**src/rtl/spi_seq.sv**
```systemverilog
// Command sequencer in front of the SPI PHY: a CMD FIFO feeds one transfer at a time, and an RX FIFO collects captured words.
// Optional build macro SPI_SEQ_IRQ_EN adds rx_thresh_i / irq_o.
module spi_seq #(
    parameter  int MAXID = 4,
    parameter  int DEPTH = 8,
    localparam int CW    = (MAXID > 1) ? $clog2(MAXID) : 1,
    localparam int NW    = $clog2(DEPTH + 1),
    localparam int PW    = $clog2(DEPTH)
) (
`ifdef SPI_SEQ_IRQ_EN
    input  logic [NW-1:0] rx_thresh_i,
    output logic          irq_o,
`endif
    input  logic          spi_clock_i,
    input  logic          spi_reset_ni,
    input  logic          cmd_valid_i,
    output logic          cmd_ready_o,
    input  logic [CW-1:0] cmd_csid_i,
    input  logic [4:0]    cmd_tx_sz_i,
    input  logic [4:0]    cmd_rx_sz_i,
    input  logic          cmd_rx_en_i,
    input  logic [31:0]   cmd_data_i,
    output logic          rx_valid_o,
    input  logic          rx_pop_i,
    output logic [31:0]   rx_data_o,
    input  logic          flush_i,
    output logic [NW-1:0] cmd_count_o,
    output logic [NW-1:0] rx_count_o,
    output logic          idle_o,
    output logic          spi_tx_o,
    output logic [CW-1:0] spi_csid_o,
    output logic [4:0]    spi_tx_sz_o,
    output logic [4:0]    spi_rx_sz_o,
    output logic          spi_rx_en_o,
    output logic [31:0]   spi_tx_data_o,
    input  logic          spi_done_i,
    input  logic          spi_busy_i,
    input  logic [31:0]   spi_rx_i
);

    typedef enum logic [1:0] {S_IDLE, S_ISSUE, S_WAIT, S_DRAIN} state_t;

    typedef struct packed {
        logic [CW-1:0] csid;
        logic [4:0]    tx_sz;
        logic [4:0]    rx_sz;
        logic          rx_en;
        logic [31:0]   data;
    } cmd_t;

    state_t state_q, state_d;

    cmd_t          cmd_mem [DEPTH];
    logic [31:0]   rx_mem  [DEPTH];
    logic [PW-1:0] cmd_wr_q, cmd_rd_q, rx_wr_q, rx_rd_q;
    logic [NW-1:0] cmd_cnt_q, cmd_cnt_d, rx_cnt_q, rx_cnt_d;

    logic [CW-1:0] spi_csid_q;
    logic [4:0]    spi_tx_sz_q, spi_rx_sz_q;
    logic          spi_rx_en_q;
    logic [31:0]   spi_data_q;

    cmd_t cmd_in, cmd_head;
    logic cmd_full, cmd_empty, rx_full, rx_empty;
    logic cmd_push, cmd_pop, rx_push, rx_pop, load;

    assign cmd_in    = {cmd_csid_i, cmd_tx_sz_i, cmd_rx_sz_i, cmd_rx_en_i, cmd_data_i};
    assign cmd_head  = cmd_mem[cmd_rd_q];
    assign cmd_full  = (cmd_cnt_q == NW'(DEPTH));
    assign cmd_empty = (cmd_cnt_q == '0);
    assign rx_full   = (rx_cnt_q == NW'(DEPTH));
    assign rx_empty  = (rx_cnt_q == '0);

    // The in-flight command stays at the CMD head until its done arrives.
    assign cmd_ready_o = !cmd_full && (state_q != S_DRAIN);
    assign cmd_push    = cmd_valid_i && cmd_ready_o && !flush_i;
    assign cmd_pop     = (state_q == S_WAIT) && spi_done_i && !flush_i;
    assign rx_push     = cmd_pop && spi_rx_en_q;
    assign rx_pop      = rx_pop_i && !rx_empty && !flush_i;

    always_comb begin
        state_d = state_q;
        load    = 1'b0;
        case (state_q)
            S_IDLE: begin
                // Issuing an rx_en command requires a free RX slot, so a capture never overflows.
                if (!flush_i && !cmd_empty && !spi_busy_i && (!cmd_head.rx_en || !rx_full)) begin
                    state_d = S_ISSUE;
                    load    = 1'b1;
                end
            end
            S_ISSUE: state_d = flush_i ? S_DRAIN : S_WAIT;
            S_WAIT: begin
                if (spi_done_i)   state_d = S_IDLE;
                else if (flush_i) state_d = S_DRAIN;
            end
            S_DRAIN: begin
                if (spi_done_i) state_d = S_IDLE;
            end
            default: state_d = S_IDLE;
        endcase
    end

    always_comb begin
        cmd_cnt_d = cmd_cnt_q;
        rx_cnt_d  = rx_cnt_q;
        if (flush_i) begin
            cmd_cnt_d = '0;
            rx_cnt_d  = '0;
        end else begin
            case ({cmd_push, cmd_pop})
                2'b10:   cmd_cnt_d = cmd_cnt_q + NW'(1);
                2'b01:   cmd_cnt_d = cmd_cnt_q - NW'(1);
                default: cmd_cnt_d = cmd_cnt_q;
            endcase
            case ({rx_push, rx_pop})
                2'b10:   rx_cnt_d = rx_cnt_q + NW'(1);
                2'b01:   rx_cnt_d = rx_cnt_q - NW'(1);
                default: rx_cnt_d = rx_cnt_q;
            endcase
        end
    end

    always_ff @(posedge spi_clock_i or negedge spi_reset_ni) begin
        if (!spi_reset_ni) begin
            state_q     <= S_IDLE;
            cmd_wr_q    <= '0;
            cmd_rd_q    <= '0;
            rx_wr_q     <= '0;
            rx_rd_q     <= '0;
            cmd_cnt_q   <= '0;
            rx_cnt_q    <= '0;
            spi_csid_q  <= '0;
            spi_tx_sz_q <= '0;
            spi_rx_sz_q <= '0;
            spi_rx_en_q <= 1'b0;
            spi_data_q  <= '0;
        end else begin
            state_q   <= state_d;
            cmd_cnt_q <= cmd_cnt_d;
            rx_cnt_q  <= rx_cnt_d;
            if (flush_i) begin
                cmd_wr_q <= '0;
                cmd_rd_q <= '0;
                rx_wr_q  <= '0;
                rx_rd_q  <= '0;
            end else begin
                if (cmd_push) cmd_wr_q <= cmd_wr_q + PW'(1);
                if (cmd_pop)  cmd_rd_q <= cmd_rd_q + PW'(1);
                if (rx_push)  rx_wr_q  <= rx_wr_q + PW'(1);
                if (rx_pop)   rx_rd_q  <= rx_rd_q + PW'(1);
            end
            if (load) begin
                spi_csid_q  <= cmd_head.csid;
                spi_tx_sz_q <= cmd_head.tx_sz;
                spi_rx_sz_q <= cmd_head.rx_sz;
                spi_rx_en_q <= cmd_head.rx_en;
                spi_data_q  <= cmd_head.data;
            end
        end
    end

    // Storage arrays carry no reset; occupancy and pointers define validity.
    always_ff @(posedge spi_clock_i) begin
        if (cmd_push) cmd_mem[cmd_wr_q] <= cmd_in;
        if (rx_push)  rx_mem[rx_wr_q]   <= spi_rx_i;
    end

    assign rx_valid_o    = !rx_empty;
    assign rx_data_o     = rx_mem[rx_rd_q];
    assign cmd_count_o   = cmd_cnt_q;
    assign rx_count_o    = rx_cnt_q;
    assign idle_o        = (state_q == S_IDLE) && cmd_empty;
    assign spi_tx_o      = (state_q == S_ISSUE);
    assign spi_csid_o    = spi_csid_q;
    assign spi_tx_sz_o   = spi_tx_sz_q;
    assign spi_rx_sz_o   = spi_rx_sz_q;
    assign spi_rx_en_o   = spi_rx_en_q;
    assign spi_tx_data_o = spi_data_q;

`ifdef SPI_SEQ_IRQ_EN
    logic irq_q, irq_d, done_seen_q;

    // Evaluated on next-state values so irq_o tracks the counts without an extra cycle of lag.
    always_comb begin
        irq_d = ((rx_thresh_i != '0) && (rx_cnt_d >= rx_thresh_i)) ||
                ((cmd_cnt_d == '0) && (state_d == S_IDLE) && (done_seen_q || cmd_pop));
    end

    always_ff @(posedge spi_clock_i or negedge spi_reset_ni) begin
        if (!spi_reset_ni) begin
            irq_q       <= 1'b0;
            done_seen_q <= 1'b0;
        end else begin
            irq_q       <= irq_d;
            done_seen_q <= done_seen_q | cmd_pop;
        end
    end

    assign irq_o = irq_q;
`endif

endmodule

```
**config.mk**
```make
export PLATFORM = sky130hd
export DESIGN_NAME = spi_seq
export DESIGN_NICKNAME = d
export VERILOG_FILES = /design/src/rtl/spi_seq.sv
export SDC_FILE = /design/constraint.sdc
export NUM_CORES = 1
export LEC_CHECK = 0
export BUFFER_PORTS_ARGS = -buffer_cell sky130_fd_sc_hd__clkbuf_2
export CORE_MARGIN = 5
export CORE_UTILIZATION = 65
export DETAILED_ROUTE_END_ITERATION = 16
export GPL_TIMING_DRIVEN = 0
export PLACE_DENSITY_LB_ADDON = 0.05
export RECOVER_POWER = 25
export SETUP_SLACK_MARGIN = 0.15
export SYNTH_ARGS = -nofsm -noshare
export SYNTH_HDL_FRONTEND = slang
export SYNTH_SLANG_ARGS = --single-unit
```
**constraint.sdc**
```tcl
create_clock -name spi_clock_i -period 11.85 [get_ports spi_clock_i]
set_input_delay 1.7775 -clock spi_clock_i [delete_from_list [all_inputs] [get_ports spi_clock_i]]
set_output_delay 1.7775 -clock spi_clock_i [all_outputs]
set_load 0.02 [all_outputs]
```
==> impl_summary.log <==
[metrics] CTS Root Cell: sky130_fd_sc_hd__clkbuf_16
[metrics] proportion of synthesized area in mux cells: between 10 and 15%
[metrics] detailed-routing iteration count for the pre-antenna-repair pass: 5
[metrics] placer's final routability congestion estimate: roughly 0.8
[metrics] pins over their slew limit: 0
[metrics] crit path launch: rx_rd_q[1]
[metrics] origin of the critical flop-to-flop path: state_q[1]
[metrics] x dimension of the die: between 200 and 250 µm
[metrics] routed wirelength normalized by instance count: 26.6 µm
[metrics] Synth Area in XOR/XNOR: less than 1%
[metrics] worst vdd ir: between 0.1 and 0.15 mV
[metrics] total number of nets in the final design: roughly 1.8k
[metrics] number of instances in the synthesized netlist: 1428
[metrics] area fraction in and, or, nand and nor cells after synthesis: roughly 3.7%
[metrics] number of DRC violations after detailed-routing iteration 0: approximately 1.4k
[metrics] critical path start-end classification: reg -> out
[metrics] clock buffer depth: 3
[metrics] number of nets with antenna violations after routing: 0
[metrics] class of the most critical hold timing path: reg -> reg
[metrics] Post-Route Hold Slack: between 0.5 and 0.6 ns
[metrics] synthesized area divided by synthesized cell count: about 19 µm²
[metrics] post-synthesis sequential element count: around 700
[metrics] Worst EP required: 10.07 ns
[metrics] fraction of the mapped netlist area in compound gates: roughly 5.2%
[metrics] worst max-slew margin expressed relative to the limit: a little over a fifth
[metrics] wire length of the first global-routing pass: between 90 and 100 mm
[metrics] leakage dissipation: 10.5 nW
[metrics] Place WS: 7.34 ns
[metrics] Residual DRC: 0
[metrics] via total after detailed routing: about 15k
[metrics] endpoints failing setup: 0
[metrics] Min Clock Period, post-route: roughly 4.8 ns
[metrics] number of buffers created by CTS: just under 70
[metrics] final core utilization: between 70% and 80%
[metrics] share of final-layout standard cells stronger than drive strength 1: between 20 and 30%
[metrics] FP Rows: 75
[metrics] summed instance area of the synthesized netlist: between 20000 and 30000 µm²
[metrics] hold buffer count at cts: 0
[metrics] data arrival time of the critical path: 3.01 ns
[metrics] count of unique library cells instantiated by Yosys: 54
[metrics] GRT Total Usage: 27.1%
[metrics] Max Clock Skew: 0.0166 ns
[metrics] # Max-Cap Violations: 0
[metrics] later-pin clock latency in the skew report: between 0.5 and 0.6 ns
[metrics] yosys synthesis warning count: 0
[metrics] quantity of gates resized following cts: 0
[metrics] number of setup buffers added after CTS: 0
[metrics] largest family of logic cells by synthesized area: multiplexers
[metrics] TritonCTS clock tree: yes
[metrics] Final HPWL DP: 39.5 mm
[metrics] Critical Path End Type: primary output
[metrics] proportion of synthesized chip area in sequential cells: 74.0%
[metrics] count of input and output buffers: ~170
[metrics] Synth top area share: approximately two thirds
[metrics] hold path startpoint: spi_rx_en_o
[metrics] H-tree depth: 3
[metrics] power density over the cells: roughly 200 nW/µm²
[metrics] count of flip-flops with a built-in enable after synthesis: approximately 600
[metrics] number of nets produced by synthesis: between 1.5k and 2k
[metrics] area delta synth->final: 16.7%
[metrics] type of element launching the critical path: flip-flop
[metrics] Post-Synth Adder-Cell Area: less than 1%
[metrics] final worst slack: 7.06 ns
[metrics] top cell type by total area after synthesis: sky130_fd_sc_hd__edfxtp_1
[metrics] final hold violation count: 0
[metrics] unrepaired setup endpoints after global routing: no
[metrics] largest cells by area after synthesis: sky130_fd_sc_hd__edfxtp_1, sky130_fd_sc_hd__mux4_2, sky130_fd_sc_hd__dfrtp_1
[metrics] total I/O pin count: 173
[metrics] Cell Count Post-Placement: between 2k and 2.5k
[metrics] vias in the first global route: roughly 15k
[metrics] clock transition at the registers of the reported paths: 0.06 ns
[metrics] setup TNS after final layout: 0 ns
[metrics] number of antenna violations at the first check in global routing: 8
[metrics] worst slew pin tran: 1.19 ns
[metrics] Sinks on Clock Net: just under 700
[metrics] pin count of the biggest net entering global routing: 54
[metrics] vertical extent of the die: roughly 210 µm
[metrics] Overflow after GRT: 0
[metrics] core footprint: ~42000 µm²
[metrics] final critical-path share of the clock period: about two fifths
[metrics] Post-Layout Cell Count: 2310
[metrics] initial core utilization: 65.3%
[metrics] via/cell ratio: roughly 6.4
[metrics] total detailed-routing wirelength: roughly 60 mm
[metrics] Total Die Area: 46100 µm²
[metrics] crit path max fanout: 10
[metrics] Peak Freq: 209 MHz
[metrics] Synth Flop Type: sky130_fd_sc_hd__edfxtp_1
[metrics] result of the run: complete, no violations
[metrics] Async SR Flop Fraction: under 10%
cell usage after synthesis (all sizes together), types with 3 or more instances:
library cell and number:
nor2 25, xnor2 3, nor4 4, a211oi 44, clkbuf 58, o31ai 88
mux4 152, dfrtp 67, mux2i 3, xor2 6, nand3b 4, nand2b 7
buf 36, nand3 9, nor2b 48, nand2 60, nor3 15, mux2 35
inv 45, o21ai 7, ha 8, or2 3, a21oi 55, edfxtp 616
critical path, cell delays in order, from the launching register on:
cell and delay (ns):
sky130_fd_sc_hd__dfrtp_1 0.38, sky130_fd_sc_hd__clkbuf_1 0.51, sky130_fd_sc_hd__clkbuf_1 0.63, sky130_fd_sc_hd__mux4_2 0.45, sky130_fd_sc_hd__mux2_2 0.30, sky130_fd_sc_hd__clkbuf_2 0.17
registers in the layout, indices dropped and copies added (netlist names):
signal	flops
spi_tx_data_o	32
rx_mem	256
cmd_wr_q	3
spi_tx_sz_o	5
rx_wr_q	3
rx_rd_q	3
cmd_count_o	4
cmd_mem	360
rx_count_o	4
spi_rx_en_o	1
spi_csid_o	2
state_q	2
spi_rx_sz_o	5
cmd_rd_q	3
per-layer routing:
layer	up-vias	routed length [µm]	track usage (%)	share of wire, %
met4	8	1540	8.20	2.5
met2	604	31400	45.4	51
li1	6376	-	-	-
met5	-	46	0	0.075
met1	7595	24000	37.1	39
met3	112	4430	5.45	7.2
through the flow:
step | area, µm² | total power, W
after global routing | 31800 | 0.00662
after floorplan | 27300 | 0.00374
after CTS | 31900 | 0.00638
after global placement | 28800 | 0.00416
after detailed placement | 29600 | 0.00421
final | 31800 | 0.00635
layout by cell type (no fill, tap or decap), drive strengths merged, types with 25 or more instances in the layout:
cell type  count
edfxtp       616
clkbuf       316
mux4         152
o31ai         88
buf           81
dfrtp         67
nand2         60
a21oi         55
nor2b         48
inv           46
a211oi        44
mux2          35
nor2          25
logic make-up (layout without fill, tap and decap cells):
| group | Yosys count | in the layout |
|---|---|---|
| fa+ha+maj | 9 | 9 |
| buf+inv | 139 | 477 |
| flops | 683 | 683 |
| simple gates | 190 | 190 |
| mux | 190 | 190 |
| xor+xnor | 9 | 9 |
| other cells | 0 | 5 |
| compound gates | 208 | 208 |
worst paths after layout:
kind | cells after the start | to | slack (ns)
worst max-delay path | 5 | rx_data_o[20] | 7.06
worst min-delay path | 1 | spi_rx_en_o | 0.60
worst max register to register | 8 | cmd_mem[1][29] | 8.65
worst min register to register | 1 | spi_rx_en_o | 0.60
max in group asynchronous | 2 | spi_rx_sz_o[0] | 9.54
min in group asynchronous | 1 | spi_tx_data_o[31] | 1.43
cell type report:
class | instances | area (µm²)
inverters | 45 | 169
multi-input cells | 606 | 6590
clock buffers | 86 | 1880
plain buffers | 94 | 434
well taps | 539 | 674
flip-flops and latches | 683 | 20200
clock inverters | 35 | 393
diodes | 5 | 12.5
repair buffers | 217 | 1490
fillers | 2334 | 9930
where the power goes:
| part | switching, W | internal, W |
|---|---|---|
| clock | 0.000861 | 0.00132 |
| sequential | 0.0000938 | 0.00278 |
| combinational | 0.000829 | 0.000472 |
| total | 0.00178 | 0.00457 |
Note: power is estimated with default switching activity, not from simulation.
